[src/rtl/regwb_pkg.sv]
// Shared definitions for the register-file writeback arbiter:
// register index width, default data width, writeback source IDs,
// the per-source buffer state type and a small rd helper.
package regwb_pkg;

    localparam int REG_ADDR_W   = 5;
    localparam int XLEN_DEFAULT = 32;

    // Writeback source IDs (position in the req_* vectors)
    localparam int SRC_ALU = 0;
    localparam int SRC_LSU = 1;
    localparam int SRC_MUL = 2;

    // One-entry input buffer state
    typedef enum logic {
        BUF_EMPTY = 1'b0,
        BUF_FULL  = 1'b1
    } buf_state_e;

    // Writes to x0 are architecturally discarded
    function automatic logic rd_is_zero(input logic [REG_ADDR_W-1:0] rd);
        return (rd == {REG_ADDR_W{1'b0}});
    endfunction

endpackage

[src/rtl/rr_arbiter.sv]
// Combinational round-robin arbiter: the first asserted request found when
// scanning upward from ptr (wrapping at N) wins. Outputs a one-hot grant,
// the winner's index and an any-request flag. ptr must be below N.
module rr_arbiter #(
    parameter int N     = 3,
    parameter int IDX_W = $clog2(N)
) (
    input  logic [N-1:0]     req,
    input  logic [IDX_W-1:0] ptr,
    output logic [N-1:0]     gnt,
    output logic [IDX_W-1:0] gnt_idx,
    output logic             any
);

    // Scan N positions starting at ptr and grant the first requester found
    always_comb begin
        int pos_s;
        gnt     = {N{1'b0}};
        gnt_idx = {IDX_W{1'b0}};
        any     = 1'b0;
        pos_s   = 0;
        for (int k = 0; k < N; k++) begin
            pos_s = int'(ptr) + k;
            if (pos_s >= N) begin
                pos_s = pos_s - N;
            end else begin
                pos_s = pos_s;
            end
            if (!any && req[pos_s]) begin
                gnt[pos_s] = 1'b1;
                gnt_idx    = IDX_W'(pos_s);
                any        = 1'b1;
            end else begin
                any = any;
            end
        end
    end

endmodule

[src/rtl/regfile_wb_arbiter.sv]
// Register-file writeback arbiter. N_REQ writeback sources each own a
// one-entry buffer with a valid/ready handshake; a round-robin arbiter
// grants one full buffer per cycle into a registered write port.
// Writes to x0 are accepted, then dropped at grant time (slot still used).
// Optional feature macro: REGWB_SCOREBOARD_EN adds issue_valid/issue_rd
// inputs and a busy_mask output tracking outstanding register writes.
module regfile_wb_arbiter
    import regwb_pkg::*;
#(
    parameter int N_REQ = 3,
    parameter int XLEN  = XLEN_DEFAULT
) (
    input  logic                        clk,
    input  logic                        reset,
`ifdef REGWB_SCOREBOARD_EN
    input  logic                        issue_valid,
    input  logic [REG_ADDR_W-1:0]       issue_rd,
    output logic [31:0]                 busy_mask,
`endif
    input  logic [N_REQ-1:0]            req_valid,
    output logic [N_REQ-1:0]            req_ready,
    input  logic [REG_ADDR_W*N_REQ-1:0] req_rd,
    input  logic [XLEN*N_REQ-1:0]       req_data,
    output logic                        wb_en,
    output logic [REG_ADDR_W-1:0]       wb_rd,
    output logic [XLEN-1:0]             wb_data,
    output logic [$clog2(N_REQ)-1:0]    wb_src
);

    localparam int SRC_W = $clog2(N_REQ);

    buf_state_e              buf_state_r [N_REQ];
    buf_state_e              buf_state_s [N_REQ];
    logic [N_REQ-1:0]        ready_r;
    logic [N_REQ-1:0]        full_s;
    logic [N_REQ-1:0]        accept_s;
    logic [N_REQ-1:0]        gnt_s;
    logic [REG_ADDR_W-1:0]   buf_rd_r   [N_REQ];
    logic [XLEN-1:0]         buf_data_r [N_REQ];

    logic [SRC_W-1:0]        ptr_r;
    logic [SRC_W-1:0]        ptr_next_s;
    logic [SRC_W-1:0]        gnt_idx_s;
    logic                    any_s;

    logic [REG_ADDR_W-1:0]   sel_rd_s;
    logic [XLEN-1:0]         sel_data_s;
    logic                    write_s;

    logic                    wb_en_r;
    logic [REG_ADDR_W-1:0]   wb_rd_r;
    logic [XLEN-1:0]         wb_data_r;
    logic [SRC_W-1:0]        wb_src_r;

    // Buffer occupancy and handshake completion per source
    always_comb begin
        full_s   = {N_REQ{1'b0}};
        accept_s = {N_REQ{1'b0}};
        for (int i = 0; i < N_REQ; i++) begin
            full_s[i]   = (buf_state_r[i] == BUF_FULL);
            accept_s[i] = req_valid[i] & ready_r[i];
        end
    end

    // Buffer FSM next state: fill on handshake, drain on grant
    always_comb begin
        for (int i = 0; i < N_REQ; i++) begin
            buf_state_s[i] = buf_state_r[i];
            case (buf_state_r[i])
                BUF_EMPTY: begin
                    if (accept_s[i]) begin
                        buf_state_s[i] = BUF_FULL;
                    end else begin
                        buf_state_s[i] = BUF_EMPTY;
                    end
                end
                BUF_FULL: begin
                    if (gnt_s[i]) begin
                        buf_state_s[i] = BUF_EMPTY;
                    end else begin
                        buf_state_s[i] = BUF_FULL;
                    end
                end
                default: buf_state_s[i] = BUF_EMPTY;
            endcase
        end
    end

    // Buffer state register; ready is registered from the next state so it
    // never depends combinationally on req_valid
    always_ff @(posedge clk) begin
        if (!reset) begin
            for (int i = 0; i < N_REQ; i++) begin
                buf_state_r[i] <= BUF_EMPTY;
            end
            ready_r <= {N_REQ{1'b1}};
        end else begin
            for (int i = 0; i < N_REQ; i++) begin
                buf_state_r[i] <= buf_state_s[i];
                ready_r[i]     <= (buf_state_s[i] == BUF_EMPTY);
            end
        end
    end

    // Buffer payload capture on handshake
    always_ff @(posedge clk) begin
        if (!reset) begin
            for (int i = 0; i < N_REQ; i++) begin
                buf_rd_r[i]   <= {REG_ADDR_W{1'b0}};
                buf_data_r[i] <= {XLEN{1'b0}};
            end
        end else begin
            for (int i = 0; i < N_REQ; i++) begin
                if (accept_s[i]) begin
                    buf_rd_r[i]   <= req_rd[REG_ADDR_W*i +: REG_ADDR_W];
                    buf_data_r[i] <= req_data[XLEN*i +: XLEN];
                end
            end
        end
    end

    rr_arbiter #(
        .N     (N_REQ),
        .IDX_W (SRC_W)
    ) u_rr_arbiter (
        .req     (full_s),
        .ptr     (ptr_r),
        .gnt     (gnt_s),
        .gnt_idx (gnt_idx_s),
        .any     (any_s)
    );

    // One-hot AND-OR select of the granted buffer's payload
    always_comb begin
        sel_rd_s   = {REG_ADDR_W{1'b0}};
        sel_data_s = {XLEN{1'b0}};
        for (int i = 0; i < N_REQ; i++) begin
            sel_rd_s   = sel_rd_s   | (buf_rd_r[i]   & {REG_ADDR_W{gnt_s[i]}});
            sel_data_s = sel_data_s | (buf_data_r[i] & {XLEN{gnt_s[i]}});
        end
        write_s = any_s & ~rd_is_zero(sel_rd_s);
    end

    // Pointer moves past the winner, including dropped x0 requests
    always_comb begin
        if (any_s) begin
            if (gnt_idx_s == SRC_W'(N_REQ - 1)) begin
                ptr_next_s = {SRC_W{1'b0}};
            end else begin
                ptr_next_s = gnt_idx_s + {{(SRC_W-1){1'b0}}, 1'b1};
            end
        end else begin
            ptr_next_s = ptr_r;
        end
    end

    // Round-robin pointer register
    always_ff @(posedge clk) begin
        if (!reset) begin
            ptr_r <= {SRC_W{1'b0}};
        end else begin
            ptr_r <= ptr_next_s;
        end
    end

    // Registered write port; rd/data/src hold while no write is issued
    always_ff @(posedge clk) begin
        if (!reset) begin
            wb_en_r   <= 1'b0;
            wb_rd_r   <= {REG_ADDR_W{1'b0}};
            wb_data_r <= {XLEN{1'b0}};
            wb_src_r  <= {SRC_W{1'b0}};
        end else begin
            wb_en_r <= write_s;
            if (write_s) begin
                wb_rd_r   <= sel_rd_s;
                wb_data_r <= sel_data_s;
                wb_src_r  <= gnt_idx_s;
            end
        end
    end

    assign req_ready = ready_r;
    assign wb_en     = wb_en_r;
    assign wb_rd     = wb_rd_r;
    assign wb_data   = wb_data_r;
    assign wb_src    = wb_src_r;

`ifdef REGWB_SCOREBOARD_EN
    logic [31:0] busy_r;
    logic [31:0] busy_s;
    logic        drop_s;

    // Busy-mask update: clears first, then issue sets so set wins; x0 never busy
    always_comb begin
        drop_s = any_s & rd_is_zero(sel_rd_s);
        busy_s = busy_r;
        if (wb_en_r) begin
            busy_s[wb_rd_r] = 1'b0;
        end else begin
            busy_s = busy_s;
        end
        if (drop_s) begin
            busy_s[sel_rd_s] = 1'b0;
        end else begin
            busy_s = busy_s;
        end
        if (issue_valid) begin
            busy_s[issue_rd] = 1'b1;
        end else begin
            busy_s = busy_s;
        end
        busy_s[0] = 1'b0;
    end

    // Busy-mask register
    always_ff @(posedge clk) begin
        if (!reset) begin
            busy_r <= 32'd0;
        end else begin
            busy_r <= busy_s;
        end
    end

    assign busy_mask = busy_r;
`endif

endmodule

[config.mk]
export PLATFORM = sky130hd
export DESIGN_NAME = regfile_wb_arbiter
export DESIGN_NICKNAME = d
export VERILOG_FILES = /design/src/rtl/regwb_pkg.sv /design/src/rtl/rr_arbiter.sv /design/src/rtl/regfile_wb_arbiter.sv
export SDC_FILE = /design/constraint.sdc
export NUM_CORES = 1
export LEC_CHECK = 0
export BUFFER_PORTS_ARGS = -buffer_cell sky130_fd_sc_hd__buf_2
export CAP_MARGIN = 20
export CORE_MARGIN = 1.5
export CORE_UTILIZATION = 30
export CTS_CLUSTER_SIZE = 25
export DETAILED_ROUTE_END_ITERATION = 8
export GPL_ROUTABILITY_DRIVEN = 0
export GPL_TIMING_DRIVEN = 0
export PLACE_DENSITY = 0.59
export SLEW_MARGIN = 10
export SYNTH_ARGS = -nofsm -noshare
export SYNTH_HDL_FRONTEND = slang
export SYNTH_HIERARCHICAL = 1
export SYNTH_SLANG_ARGS = --single-unit
[constraint.sdc]
create_clock -name clk -period 2.8 [get_ports clk]
set_input_delay 0.56 -clock clk [delete_from_list [all_inputs] [get_ports clk]]
set_output_delay 0.56 -clock clk [all_outputs]
set_load 0.02 [all_outputs]
==> results of run 1 <==
## worst reg2reg max path: stages, from the launching register on
cell,delay [ns]
dfxtp_4,0.37
inv_4,0.07
ha_4,0.13
and2b_2,0.23
and3_4,0.18
a311oi_2,0.27
o2bb2ai_2,0.16
buf_6,0.15
a222oi_1,0.32
buf_4,0.17
and4_4,0.25
buf_12,0.14
buf_12,0.12
buf_12,0.11
a211oi_1,0.07
a211oi_2,0.15
## layout make-up
type | count | share of cell area
clock buffers | 18 | 0.04485
diodes | 2 | 0.0005230
well taps | 319 | 0.04171
clock inverters | 14 | 0.01255
plain buffers | 47 | 0.03570
multi-input cells | 308 | 0.2601
inverters | 74 | 0.02994
flip-flops and latches | 159 | 0.4495
repair buffers | 189 | 0.1251
## per-stage QoR
stage               instance area, um2  setup slack, ns  utilization  cells  hold slack (ns)
floorplan                         7216          -0.1335            -    590           0.4942
global placement                  8401          -0.8119       0.3590   1066           0.4441
detailed placement                8483          -0.8222       0.3625   1069           0.4472
CTS                               9353          -0.1377       0.3996   1119           0.3898
global route                      9567          -0.2964       0.4088   1129           0.3866
finish                            9569          -0.1686       0.4089   1130           0.4022
## cell usage after synthesis, types with 2 or more instances
cell | instances | area, um2
a31oi_1 | 8 | 50.05
nor3_1 | 2 | 10.01
buf_4 | 3 | 22.52
inv_1 | 72 | 270.3
buf_1 | 3 | 11.26
dfxtp_1 | 48 | 960.9
ha_1 | 4 | 50.05
a211oi_1 | 40 | 300.3
o21ai_0 | 5 | 25.02
nor2_1 | 15 | 56.30
nand3_1 | 4 | 20.02
nand2b_1 | 4 | 25.02
clkbuf_1 | 27 | 101.4
buf_12 | 3 | 60.06
a21oi_1 | 10 | 50.05
edfxtp_1 | 111 | 3333
mux2i_4 | 2 | 45.04
nand4_1 | 6 | 37.54
nand2_1 | 12 | 45.04
a222oi_1 | 37 | 370.4
buf_6 | 4 | 45.04
mux2i_1 | 4 | 40.04
buf_2 | 8 | 40.04
and2_1 | 112 | 700.7
o211ai_1 | 3 | 22.52
a211oi_2 | 25 | 312.8
## power by group through the flow
stage | logic, mW | registers [mW] | clock network, mW
2_1_floorplan | 2.90 | 3.41 | 0
3_5_place_dp | 4.36 | 3.24 | 0
3_3_place_gp | 4.31 | 3.24 | 0
4_1_cts | 5.13 | 3.20 | 2.25
5_1_grt | 6.14 | 3.24 | 2.35
6_report | 5.70 | 3.20 | 2.21
## repair_timing
| item | in CTS | in global routing |
|---|---|---|
| setup endpoints to repair | 44 | 41 |
| hold endpoints to repair | 0 | 0 |
| setup buffers | 18 | 7 |
| resized for setup | 45 | 25 |
| pin swaps | 37 | 11 |
| gates cloned | 2 | 2 |
## worst min path at each step
| stage | from | to | slack, ns | cells after the start |
|---|---|---|---|---|
| 2_1_floorplan | ptr_r[1] | ptr_r[1] | 0.49 | 2 |
| 3_3_place_gp | wb_rd[2] | wb_rd[2] | 0.44 | 2 |
| 3_5_place_dp | wb_data[0] | wb_data[0] | 0.45 | 2 |
| 4_1_cts | req_data[93] | buf_data_r[0][93] | 0.39 | 2 |
| 5_1_grt | req_data[68] | buf_data_r[0][68] | 0.39 | 2 |
| 6_report | req_data[73] | buf_data_r[0][73] | 0.40 | 2 |
## registers in the layout, indices dropped and copies added (netlist names)
name and count:
buf_rd_r 15, wb_rd 5, wb_src 2, wb_en 1, ptr_r 2, buf_state_r 3, req_ready 3, wb_data 32
buf_data_r 96
## logic make-up (layout without fill, tap and decap cells)
family	count (synthesis)	count (layout)	share of synthesized area
mux	6	6	0.01190
flops	159	159	0.6005
other cells	0	2	0
fa+ha+maj	4	4	0.006999
simple gates	160	160	0.1305
buf+inv	123	342	0.07996
compound gates	138	138	0.1701
## per-layer routing
metal  global-route usage  vias up  part of all wire
met5                    0        -                 0
met4              0.04987        0             0.015
met3              0.03744       17             0.045
met2               0.2897      145              0.50
met1               0.2126     2570              0.44
li1                     -     2570                 -
==> results.cfg, run 1 <==
[status]
outcome = complete, but fails checks
failed_checks = setup timing

[power]
power_leakage_nw = 3.998
power_mw = 11.11
p_comb_frac = 0.513
p_per_area_nw_per_um2 = 1161
intPower_mw = 6.874
ir_drop_mv = 0.4639
p_sw_frac = 0.3816
switching_power_mw = 4.241
clkPwrFrac = 0.199
seqPwrFrac = 0.288

[critical_path]
max_stage_delay_ns = 0.37
ff2ff_path_depth = 15
cp-start-kind = flip-flop
reg2reg_slack_ns = -0.17
crit_end = wb_data[23]
path_buf_inv = 6
startpoint = ptr_r[0]
critPathCaptureType = flip-flop
critical_path.max_fanout = 5
cp.depth = 15
cp_slowest_cell = dfxtp_4
worstReg2RegStart = ptr_r[0]
critPathKind = reg -> reg
r2r-end = wb_data[23]
crit_top_cell = buf_12
cp.required_ns = 3.14
crit_chain = inv_4, ha_4, and2b_2, and3_4, a311oi_2, o2bb2ai_2, buf_6, a222oi_1, buf_4, and4_4, buf_12, buf_12, buf_12, a211oi_1, a211oi_2
critPathArrivalTime_ns = 3.31
crit_family = compound AO/OA/AOI/OAI gates

[drt]
vias = 5302
vias_per_cell = 4.692
dr.first_iter.drc_count = 446
ant_nets = 0
drc = 0
dr.pass1.iters = 5
wl_per_cell_um = 18.50
drt-total-wl_um = 20910

[grt]
grt_use_total = 0.1691
grt_max_degree = 22
grt_antenna_before_repair = 1
grt_overflow = 0
grt_pass1_wl_um = 30550
grt_pass1_vias = 5273

[clock_network]
cts_tree = done
numCtsBuffers = 17
clk_latency_ns = 0.43
cts_root_buf = clkbuf_16
clock_sinks = 159
clk_pin_slew_ns = 0.07
clock_path_buffers = 2
cts_hold_buf = 0
cts_htree_levels = 4

[synth]
synth_warnings = 6
synth_nets = 710
synth_area_per_cell_um2 = 12.12
syn_area_um2 = 7151
synth_edf_count = 111
ys_async_sr_fraction = 0
yosys_most_used_dff = edfxtp_1
netlist_instances = 590
ys_ff_latch = 159
yosysSeqAreaShare = 0.6005
synth.distinct_cells = 44

[sta]
max_freq_mhz = 336.9
tightest_slew_ns = 0.8276
grt_setup_unrepaired = yes
period_minus_slack_ns = 2.969
worst_slack_ns = -0.1686
hold_violations = 0
drv_slew = 0
relSlewSlack = 0.4483
fin_setup_tns_ns = -4.905
setup_violations = 36
fin_skew_ns = 0.01410
period_share = 1.060

[finish]
fill_cells = 2351
area_delta_synth_final_pct = 33.82
register_area_um2 = 4302
fin_nets = 916
multi_input_area_um2 = 2489
layout_commonest_cell = buf_2
drive_gt1_frac = 0.3980
final_cell_mix = 166 x buf_2, 112 x and2_1, 111 x edfxtp_1, 69 x inv_1, 46 x dfxtp_1

[placement]
hpwlAfterDp_um = 14130
io_buffers = 157

[die]
core_area_um2 = 23400
start_util = 0.3055
die_y_um = 157.4
die_width_um = 157.4
ios = 159
fp-row-count = 56
dieArea_um2 = 24770

[run]
drv_cap = 0

[hold_path]
hold_class = in -> reg
Note: power is estimated with default switching activity, not from simulation.
==> run 2, diff against run 1 <==
SKIP_LAST_GASP = 1   (was unset)
==> results.cfg, run 2 (synthesized netlist as in run 1, its figures left out) <==
[grt]
grt_max_degree = 22
grt_antenna_before_repair = 1
grt_pass1_wl_um = 30640
grt_use_total = 0.1696
grt_pass1_vias = 5280
grt_overflow = 0

[sta]
max_freq_mhz = 333.2
setup_violations = 36
period_minus_slack_ns = 3.001
relSlewSlack = 0.4428
fin_setup_tns_ns = -5.842
tightest_slew_ns = 0.8358
worst_slack_ns = -0.2015
drv_slew = 0
fin_skew_ns = 0.01364
grt_setup_unrepaired = yes
hold_violations = 0
whs_ns = 0.4024
period_share = 1.072

[drt]
wl_met2_um = 10300
dr.pass1.iters = 5
wl_per_cell_um = 18.39
dr.first_iter.drc_count = 469
highest_layer = met4
vias = 5310
wl_met3_um = 1092
ant_nets = 0
drc = 0
wl_met1_um = 9078
vias_per_cell = 4.699
drt-total-wl_um = 20780

[clock_network]
cts_htree_levels = 4
clk_pin_slew_ns = 0.07
clock_sinks = 159
clk_latency_ns = 0.43
clock_path_buffers = 2
numCtsBuffers = 17
cts_hold_buf = 0
cts_root_buf = clkbuf_16
cts_tree = done

[critical_path]
cp_slowest_cell = dfxtp_4
crit_chain = inv_4, ha_4, and2b_2, and3_4, a311oi_2, o2bb2ai_2, buf_6, a222oi_1, buf_4, and4_4, buf_4, a21o_4, buf_12, a211oi_2
cp-start-kind = flip-flop
cp.required_ns = 3.07
max_stage_delay_ns = 0.37
critPathCaptureType = flip-flop
critical_path.max_fanout = 10
critPathKind = reg -> reg
crit_top_cell = buf_4
critPathArrivalTime_ns = 3.27

[finish]
area_delta_synth_final_pct = 32.28
drive_gt1_frac = 0.3844
final_cell_mix = 165 x buf_2, 112 x and2_1, 111 x edfxtp_1, 69 x inv_1, 46 x dfxtp_1
layout_commonest_cell = buf_2
top_register = buf_data_r
finish.utilization = 0.4042
fin_nets = 916
stdcell_area_um2 = 9459
largest_reg_flops = 96

[die]
die_y_um = 157.4
fp-row-count = 56
start_util = 0.3055
dieArea_um2 = 24770
ios = 159
core_area_um2 = 23400
die_width_um = 157.4

[power]
ir_drop_mv = 0.5064
power_leakage_nw = 3.963
p_per_area_nw_per_um2 = 1133

[placement]
place_area_um2 = 8483
io_buffers = 157
hpwlAfterDp_um = 14130

[status]
outcome = complete, but fails checks
failed_checks = setup timing

[run]
drv_cap = 0

[hold_path]
hold_class = in -> reg
==> run 2: power by group <==
group	internal, mW	switching (mW)	leakage, nW
clock	1.22	0.994	0.250
combinational	2.43	2.88	2.12
sequential	2.99	0.208	1.59
total	6.64	4.08	3.96
==> run 2: worst max-delay path, delay by kind of cell, from the launching register on <==
kind	cells	cell delay (ns)
AO/OA/AOI/OAI	5	1.02
adder cells (fa/ha/maj)	1	0.13
buffers and inverters	5	0.66
flip-flops	1	0.37
AND/OR/NAND/NOR	3	0.65
==> run 2: cell type report <==
class	instances	area [um2]
Sequential cell	159	4302
Clock buffer	18	429.2
Multi-Input combinational cell	308	2429
Tap cell	319	399.1
Inverter	74	286.5
Clock inverter	14	120.1
Fill cell	2367	13940
Antenna cell	2	5.005
Timing Repair Buffer	189	1151
Buffer	47	337.8
==> run 2: worst paths after layout <==
path	from	end	slack (ns)	cells past startpoint
min	req_data[73]	buf_data_r[0][73]	0.40	2
max reg2reg	ptr_r[0]	wb_data[16]	-0.20	14
max	ptr_r[0]	wb_data[16]	-0.20	14
min reg2reg	wb_rd[2]	wb_rd[2]	0.46	2
==> run 2: routing by layer <==
| metal | vias up | GRT usage |
|---|---|---|
| met1 | 2552 | 0.2144 |
| met5 | - | 0 |
| met2 | 166 | 0.2893 |
| met3 | 17 | 0.03744 |
| met4 | 0 | 0.04987 |
| li1 | 2575 | - |
==> run 2: stage by stage <==
step / total power [mW] / setup slack [ns] / std cells
floorplan: 6.301 / -0.1335 / 590
global placement: 7.546 / -0.8119 / 1066
detailed placement: 7.594 / -0.8222 / 1069
CTS: 10.55 / -0.1377 / 1119
global route: 11.33 / -0.3139 / 1129
finish: 10.72 / -0.2015 / 1130
==> run 2: what timing repair did <==
item	4_1_cts	5_1_grt
setup buffers	18	9
cloned	2	1
pin swaps	36	8
setup endpoints to repair	44	41
resized for setup	41	15
